[config.mk]
export PLATFORM = sky130hd
export DESIGN_NAME = vidcapture_flat
export DESIGN_NICKNAME = d
export VERILOG_FILES = /design/src/rtl/vidcap_pkg.sv /design/src/rtl/vidcapture_if.sv /design/src/rtl/vidcap_quant.sv /design/src/rtl/vidcapture.sv /design/src/flat_wrapper.sv
export SDC_FILE = /design/constraint.sdc
export NUM_CORES = 1
export LEC_CHECK = 0
export ABC_CLOCK_PERIOD_IN_PS = 5000
export CORE_ASPECT_RATIO = 1.5
export CORE_MARGIN = 10
export CORE_UTILIZATION = 45
export CTS_BUF_LIST = sky130_fd_sc_hd__clkbuf_8
export DETAILED_ROUTE_END_ITERATION = 12
export PLACE_DENSITY = 0.65
export SYNTH_ARGS = -nofsm -noshare
export SYNTH_HDL_FRONTEND = slang
export SYNTH_SLANG_ARGS = --single-unit
[constraint.sdc]
create_clock -name rgb_clk -period 5 [get_ports rgb_clk]
set_clock_uncertainty 0.15 [all_clocks]
set_input_delay 1.25 -clock rgb_clk [delete_from_list [all_inputs] [get_ports rgb_clk]]
set_output_delay 1.25 -clock rgb_clk [all_outputs]
set_load 0.005 [all_outputs]
[src/rtl/vidcap_pkg.sv]
// Shared types and constants for the vidcapture LCD-stream capture block.
package vidcap_pkg;

    typedef enum logic [1:0] {
        S_SYNC,
        S_VBL,
        S_ACT,
        S_HBL
    } state_t;

    localparam logic [1:0] MODE_TRUNC    = 2'd0;
    localparam logic [1:0] MODE_ROUND    = 2'd1;
    localparam logic [1:0] MODE_SPATIAL  = 2'd2;
    localparam logic [1:0] MODE_TEMPORAL = 2'd3;

    localparam int DITHER_W = 2;

endpackage

[src/rtl/vidcapture_if.sv]
// Pixel-stream input and VRAM write port of vidcapture; slave is the capture block.
interface vidcapture_if #(
    parameter int IN_BITS  = 4,
    parameter int OUT_BITS = 2,
    parameter int X_BITS   = 8,
    parameter int Y_BITS   = 8
);
    logic                       rgb_de;
    logic                       rgb_vsync;
    logic [IN_BITS-1:0]         rgb_data;
    logic                       vramclk;
    logic [Y_BITS+X_BITS-1:0]   vramaddr;
    logic [OUT_BITS-1:0]        vramdata;
    logic                       vramwe;

    modport master (
        output rgb_de, rgb_vsync, rgb_data,
        input  vramclk, vramaddr, vramdata, vramwe
    );

    modport slave (
        input  rgb_de, rgb_vsync, rgb_data,
        output vramclk, vramaddr, vramdata, vramwe
    );
endinterface

[src/rtl/vidcap_quant.sv]
// Combinational IN_BITS -> OUT_BITS quantiser: truncate, round, or ordered dither
// with the threshold taken from (x + y + f) mod 4, then saturating add.
module vidcap_quant
    import vidcap_pkg::*;
#(
    parameter int IN_BITS  = 4,
    parameter int OUT_BITS = 2
) (
    input  logic [IN_BITS-1:0]  data,
    input  logic [1:0]          x_lo,
    input  logic [1:0]          y_lo,
    input  logic [1:0]          f,
    input  logic [1:0]          mode,
    output logic [OUT_BITS-1:0] q
);
    localparam int S = IN_BITS - OUT_BITS;

    logic [DITHER_W-1:0] d;
    logic [IN_BITS:0]    off;
    logic [IN_BITS:0]    sum;
    logic [IN_BITS-1:0]  sat;

    always_comb begin
        d = x_lo + y_lo + ((mode == MODE_TEMPORAL) ? f : 2'd0);
        unique case (mode)
            MODE_TRUNC: off = '0;
            MODE_ROUND: off = (IN_BITS+1)'(1) << (S - 1);
            default:    off = (IN_BITS+1)'(d) << (S - DITHER_W);
        endcase
        sum = {1'b0, data} + off;
        sat = sum[IN_BITS] ? {IN_BITS{1'b1}} : sum[IN_BITS-1:0];
        q   = OUT_BITS'(sat >> S);
    end
endmodule

[src/rtl/vidcapture.sv]
// LCD-stream capture: frame/line FSM, x/y tracking, quantiser and registered VRAM write port.
// Define VIDCAP_TEMPORAL_EN to build the frame counter used by spatio-temporal dither (mode 3).
module vidcapture
    import vidcap_pkg::*;
#(
    parameter int IN_BITS  = 4,
    parameter int OUT_BITS = 2,
    parameter int X_BITS   = 8,
    parameter int Y_BITS   = 8,
    parameter int MAX_X    = 160,
    parameter int MAX_Y    = 144
) (
    input  logic         rgb_clk,
    input  logic         rst,
    vidcapture_if.slave  bus,
    input  logic [1:0]   mode,
    input  logic         err_clr,
    output logic         frame_done,
    output logic         x_ovf,
    output logic         y_ovf
);
    localparam logic [X_BITS:0] X_LIM = (X_BITS+1)'(MAX_X);
    localparam logic [Y_BITS:0] Y_LIM = (Y_BITS+1)'(MAX_Y);

    state_t                   state;
    logic [X_BITS:0]          x;
    logic [Y_BITS:0]          y;
    logic [1:0]               f;
    logic                     cap;
    logic                     frame_end;
    logic                     x_in;
    logic                     y_in;
    logic                     wr;
    logic [OUT_BITS-1:0]      qdata;
    logic                     vld_p1;
    logic [Y_BITS+X_BITS-1:0] addr_p1;
    logic [OUT_BITS-1:0]      data_p1;
    logic                     done_p1;

    // Counters are one bit wider than the address so they can sit at MAX_X / MAX_Y.
    assign x_in = (x < X_LIM);
    assign y_in = (y < Y_LIM);
    assign wr   = cap && x_in && y_in;

    always_comb begin
        cap       = 1'b0;
        frame_end = 1'b0;
        unique case (state)
            S_VBL, S_ACT: cap = bus.rgb_de;
            S_HBL: begin
                frame_end = bus.rgb_vsync && (y != '0);
                cap       = bus.rgb_de && !frame_end;
            end
            default: ;
        endcase
    end

`ifdef VIDCAP_TEMPORAL_EN
    logic [1:0] fc;

    always_ff @(posedge rgb_clk) begin
        if (rst)
            fc <= 2'd0;
        else if (frame_end)
            fc <= fc + 2'd1;
    end

    assign f = fc;
`else
    assign f = 2'd0;
`endif

    vidcap_quant #(
        .IN_BITS  (IN_BITS),
        .OUT_BITS (OUT_BITS)
    ) u_quant (
        .data (bus.rgb_data),
        .x_lo (x[1:0]),
        .y_lo (y[1:0]),
        .f    (f),
        .mode (mode),
        .q    (qdata)
    );

    // Stage p0 -> p1: FSM/counters advance, accepted pixel lands in the write register.
    always_ff @(posedge rgb_clk) begin
        if (rst) begin
            state   <= S_SYNC;
            x       <= '0;
            y       <= '0;
            vld_p1  <= 1'b0;
            addr_p1 <= '0;
            data_p1 <= '0;
            done_p1 <= 1'b0;
            x_ovf   <= 1'b0;
            y_ovf   <= 1'b0;
        end else begin
            vld_p1  <= wr;
            done_p1 <= frame_end;
            if (wr) begin
                addr_p1 <= {y[Y_BITS-1:0], x[X_BITS-1:0]};
                data_p1 <= qdata;
            end
            if (cap && x_in)
                x <= x + (X_BITS+1)'(1);
            // A new overflow outranks a simultaneous clear.
            x_ovf <= (cap && !x_in) || (x_ovf && !err_clr);
            y_ovf <= (cap && !y_in) || (y_ovf && !err_clr);

            unique case (state)
                S_SYNC: if (bus.rgb_vsync) begin
                    state <= S_VBL;
                    x     <= '0;
                    y     <= '0;
                end
                S_VBL: if (bus.rgb_de)
                    state <= S_ACT;
                S_ACT: if (!bus.rgb_de) begin
                    state <= S_HBL;
                    x     <= '0;
                    if (y_in)
                        y <= y + (Y_BITS+1)'(1);
                end
                S_HBL: begin
                    if (frame_end) begin
                        state <= S_VBL;
                        x     <= '0;
                        y     <= '0;
                    end else if (bus.rgb_de) begin
                        state <= S_ACT;
                    end
                end
                default: state <= S_SYNC;
            endcase
        end
    end

    assign bus.vramclk  = rgb_clk;
    assign bus.vramaddr = addr_p1;
    assign bus.vramdata = data_p1;
    assign bus.vramwe   = vld_p1;
    assign frame_done   = done_p1;
endmodule

[src/flat_wrapper.sv]
// flat-port wrapper written by rule: the top's interface ports become plain ports
module vidcapture_flat import vidcap_pkg::*;
#(
    parameter int IN_BITS  = 4,
    parameter int OUT_BITS = 2,
    parameter int X_BITS   = 8,
    parameter int Y_BITS   = 8,
    parameter int MAX_X    = 160,
    parameter int MAX_Y    = 144
)
  (rgb_clk, rst, mode, err_clr, frame_done, x_ovf, y_ovf, bus_rgb_de, bus_rgb_vsync, bus_rgb_data, bus_vramclk, bus_vramaddr, bus_vramdata, bus_vramwe);
  vidcapture_if #(.IN_BITS(IN_BITS), .OUT_BITS(OUT_BITS), .X_BITS(X_BITS), .Y_BITS(Y_BITS)) bus_i ();
  input  logic rgb_clk;
  input  logic rst;
  input  logic [1:0] mode;
  input  logic err_clr;
  output logic frame_done;
  output logic x_ovf;
  output logic y_ovf;
  input wire logic [$bits(bus_i.rgb_de)-1:0] bus_rgb_de;
  input wire logic [$bits(bus_i.rgb_vsync)-1:0] bus_rgb_vsync;
  input wire logic [$bits(bus_i.rgb_data)-1:0] bus_rgb_data;
  output wire logic [$bits(bus_i.vramclk)-1:0] bus_vramclk;
  output wire logic [$bits(bus_i.vramaddr)-1:0] bus_vramaddr;
  output wire logic [$bits(bus_i.vramdata)-1:0] bus_vramdata;
  output wire logic [$bits(bus_i.vramwe)-1:0] bus_vramwe;
  assign bus_i.rgb_de = bus_rgb_de;
  assign bus_i.rgb_vsync = bus_rgb_vsync;
  assign bus_i.rgb_data = bus_rgb_data;
  assign bus_vramclk = bus_i.vramclk;
  assign bus_vramaddr = bus_i.vramaddr;
  assign bus_vramdata = bus_i.vramdata;
  assign bus_vramwe = bus_i.vramwe;
  vidcapture #(.IN_BITS(IN_BITS), .OUT_BITS(OUT_BITS), .X_BITS(X_BITS), .Y_BITS(Y_BITS), .MAX_X(MAX_X), .MAX_Y(MAX_Y)) u_core (.rgb_clk(rgb_clk), .rst(rst), .bus(bus_i), .mode(mode), .err_clr(err_clr), .frame_done(frame_done), .x_ovf(x_ovf), .y_ovf(y_ovf));
endmodule
==> flow_metrics.py, run 1 <==
metrics = {
    "global_route": {
        "grt_pass1_vias": 1732,
        "antenna_found_initial": 0,
        "gr-total-overflow": 0,
        "grt_pass1_wl_mm": 7.831,
        "grt_max_degree": 20,
        "grt.total_usage_pct": 13.36,
    },
    "synthesis": {
        "synthTopCellsByArea": "dfxtp_1 (41%), mux2i_1 (8.3%), nor2_1 (7.1%)",
        "syn_area_sq_mm": 0.002061,
        "synthesis.nets": 248,
        "synthMostInstantiatedCell": "dfxtp_1",
        "synth_edf_count": 0,
        "synth_top_area_share_pct": 40.80,
        "synthTopCellsByCount": "dfxtp_1 (42), nor2_1 (39), mux2i_1 (17)",
        "yosys.area.top_type": "dfxtp_1",
        "syn_inst": 228,
        "ys_seq_elements": 42,
        "yosysSeqAreaShare_pct": 40.80,
        "ys_async_sr_fraction_pct": 0,
        "synth.distinct_cells": 48,
        "yosysWarnings": 0,
        "yosys_most_used_dff": "dfxtp_1",
        "avgSynthCellArea_sq_um": 9.038,
    },
    "worst_setup_path": {
        "cp_max_fo": 2,
        "cp-end-kind": "output port",
        "critical_path_class": "clk2out",
        "required_ps": 3600,
        "max_stage_delay_ps": 430,
        "path_buf_inv": 3,
        "cp_top_family": "buffers and inverters",
        "cp-start-kind": "clock port",
        "cp_cell_sequence": "clkbuf_8 > clkbuf_8 > clkdlybuf4s50_1",
        "critical-path-slowest-cell": "clkdlybuf4s50_1",
        "cp.arrival_ps": 3150,
        "crit_top_cell": "clkbuf_8",
    },
    "cts": {
        "cts_tree": "done",
        "post_cts_buffers": 0,
        "clk-insertion-delay-late_ps": 400,
        "cts_resized": 0,
        "cts.clk_slew.worst_paths_ps": 80,
        "cts.hold.buffers_added": 0,
    },
    "detailed_routing": {
        "drc": 0,
        "post_drt_via_cell_ratio": 5.529,
        "drtIter0Drc": 115,
        "routed_wl_mm": 4.812,
        "via_count": 1725,
        "drtPass1Iterations": 4,
        "wl_per_cell_um": 15.42,
        "antenna_left": 0,
    },
    "floorplanning": {
        "die-width_um": 75.26,
        "io_pins": 34,
        "start_util_pct": 46.13,
        "die_h_um": 102.9,
        "fp.coreArea_sq_mm": 0.004467,
        "die_area_sq_mm": 0.007742,
        "rows": 30,
    },
    "finish": {
        "fillers": 401,
        "area_growth_pct": 23.56,
        "antenna_cells": 0,
        "layout-drive-gt1-share_pct": 7.955,
        "fin_nets": 283,
        "final_util_pct": 57.00,
    },
    "placement": {
        "hpwlAfterDp_mm": 3.474,
        "io_buffers": 33,
        "gp_congestion": 0.7851,
    },
    "timing": {
        "worst_pin_slew_ps": 715.9,
        "drv_slew": 0,
        "rsz0062_at_grt": "no",
        "max_slew_margin_pct": 52.12,
        "setup_tns_ps": 0,
        "whs_ps": 344.9,
        "hold_viol_final": 0,
        "setup_viol": 0,
    },
    "power": {
        "power_density_mw_per_mm2": 285.6,
        "ir_drop_v": 0.0002037,
        "p_leak_nw": 1.069,
    },
    "flow_run": {
        "max_cap_violations": 0,
    },
    "worst_hold_path": {
        "hp-class": "reg2reg",
    },
    "status": {
        "status": "finished, final reports clean",
    },
}
==> state kept, by name (all words and copies together) (netlist names) <==
name and flops:
u_core.bus.vramaddr 16, u_core.y_ovf 1, u_core.bus.vramwe 1, u_core.y 9, u_core.x 9, u_core.state 2
u_core.x_ovf 1, u_core.frame_done 1, u_core.bus.vramdata 2
==> through the flow <==
step                      power [mW]  cell area (sq um)  instances  setup slack, ps
final                         0.7272               2546        312            445.1
after global placement        0.4535               2414        301            686.4
after CTS                     0.7390               2546        312            427.7
after floorplan               0.4227               2061        228            989.3
after global routing          0.7656               2546        312            417.8
after detailed placement      0.4535               2414        301            686.4
==> metal layers <==
metal	share of wire, %	up-vias	wire length, um	track usage, %
met5	0	-	0	0
met4	1.4	0	69	10.04
met3	4.8	4	231	5.202
met2	51	31	2446	20.86
met1	43	812	2064	14.07
li1	-	878	-	-
==> path summary, 6_finish.rpt <==
| path | endpoint | startpoint | slack [ps] | depth (start not counted) |
|---|---|---|---|---|
| worst max-delay path | bus_vramclk | rgb_clk | 450 | 3 |
| worst max register to register | u_core.bus.vramdata[1] | u_core.state[1] | 2270 | 8 |
| worst min register to register | u_core.x[8] | u_core.x[8] | 340 | 2 |
| worst min-delay path | u_core.x[8] | u_core.x[8] | 340 | 2 |
==> cell usage in the layout, fill, tap and decap left out, types with 3 or more instances in the layout <==
| master | instances |
|---|---|
| a211oi_1 | 3 |
| a21oi_1 | 13 |
| a2bb2oi_1 | 3 |
| a31oi_1 | 4 |
| and3_1 | 4 |
| buf_4 | 4 |
| clkbuf_8 | 9 |
| clkdlybuf4s50_1 | 33 |
| dfxtp_1 | 42 |
| ha_1 | 9 |
| inv_1 | 9 |
| mux2i_1 | 17 |
| nand2_1 | 7 |
| nand2b_1 | 4 |
| nand3_1 | 5 |
| nand4_1 | 5 |
| nor2_1 | 39 |
| nor2b_1 | 3 |
| nor3_1 | 4 |
| o21ai_0 | 10 |
| xnor2_1 | 3 |
| xor2_1 | 4 |
==> worst reg2reg max path, cell delays in order (launching register included) <==
cell and delay, ps:
dfxtp_1 390, inv_1 110, ha_1 280, nand2b_1 220
nor4_4 420, nand3_1 370, buf_4 330, a211oi_1 250
nor3_1 70
==> area by class of cell <==
| cell class | instances | area [sq um] | share of cell area [%] |
|---|---|---|---|
| flip-flops and latches | 42 | 840.8 | 33.02 |
| multi-input cells | 166 | 1122 | 44.08 |
| inverters | 8 | 30.03 | 1.179 |
| clock inverters | 2 | 8.758 | 0.3440 |
| clock buffers | 10 | 133.9 | 5.258 |
| repair buffers | 36 | 350.3 | 13.76 |
| well taps | 48 | 60.06 | 2.359 |
==> kinds of logic after synthesis <==
kind of cell,share of synthesized area (%)
AND/OR/NAND/NOR,22.04
AO/OA/AOI/OAI,15.18
flip-flops,40.80
buffers and inverters,4.736
multiplexers,8.804
adder cells (fa/ha/maj),5.465
XOR/XNOR,2.975
==> report_power, final <==
group	internal, mW	total, mW	switching, mW
combinational	0.0365	0.0881	0.0516
sequential	0.338	0.341	0.00310
clock	0.174	0.298	0.125
total	0.548	0.727	0.179
Note: power is estimated with default switching activity, not from simulation.
==> inputs of run 2 (changes only) <==
--- a/config.mk
+++ b/config.mk
@@ -11,6 +11,7 @@
 export CORE_UTILIZATION = 45
 export CTS_BUF_LIST = sky130_fd_sc_hd__clkbuf_8
 export DETAILED_ROUTE_END_ITERATION = 12
+export GPL_ROUTABILITY_DRIVEN = 1
 export PLACE_DENSITY = 0.65
 export SYNTH_ARGS = -nofsm -noshare
 export SYNTH_HDL_FRONTEND = slang
==> results of run 2 <==
The final DEF is identical to that of run 1; final timing and power are the same.
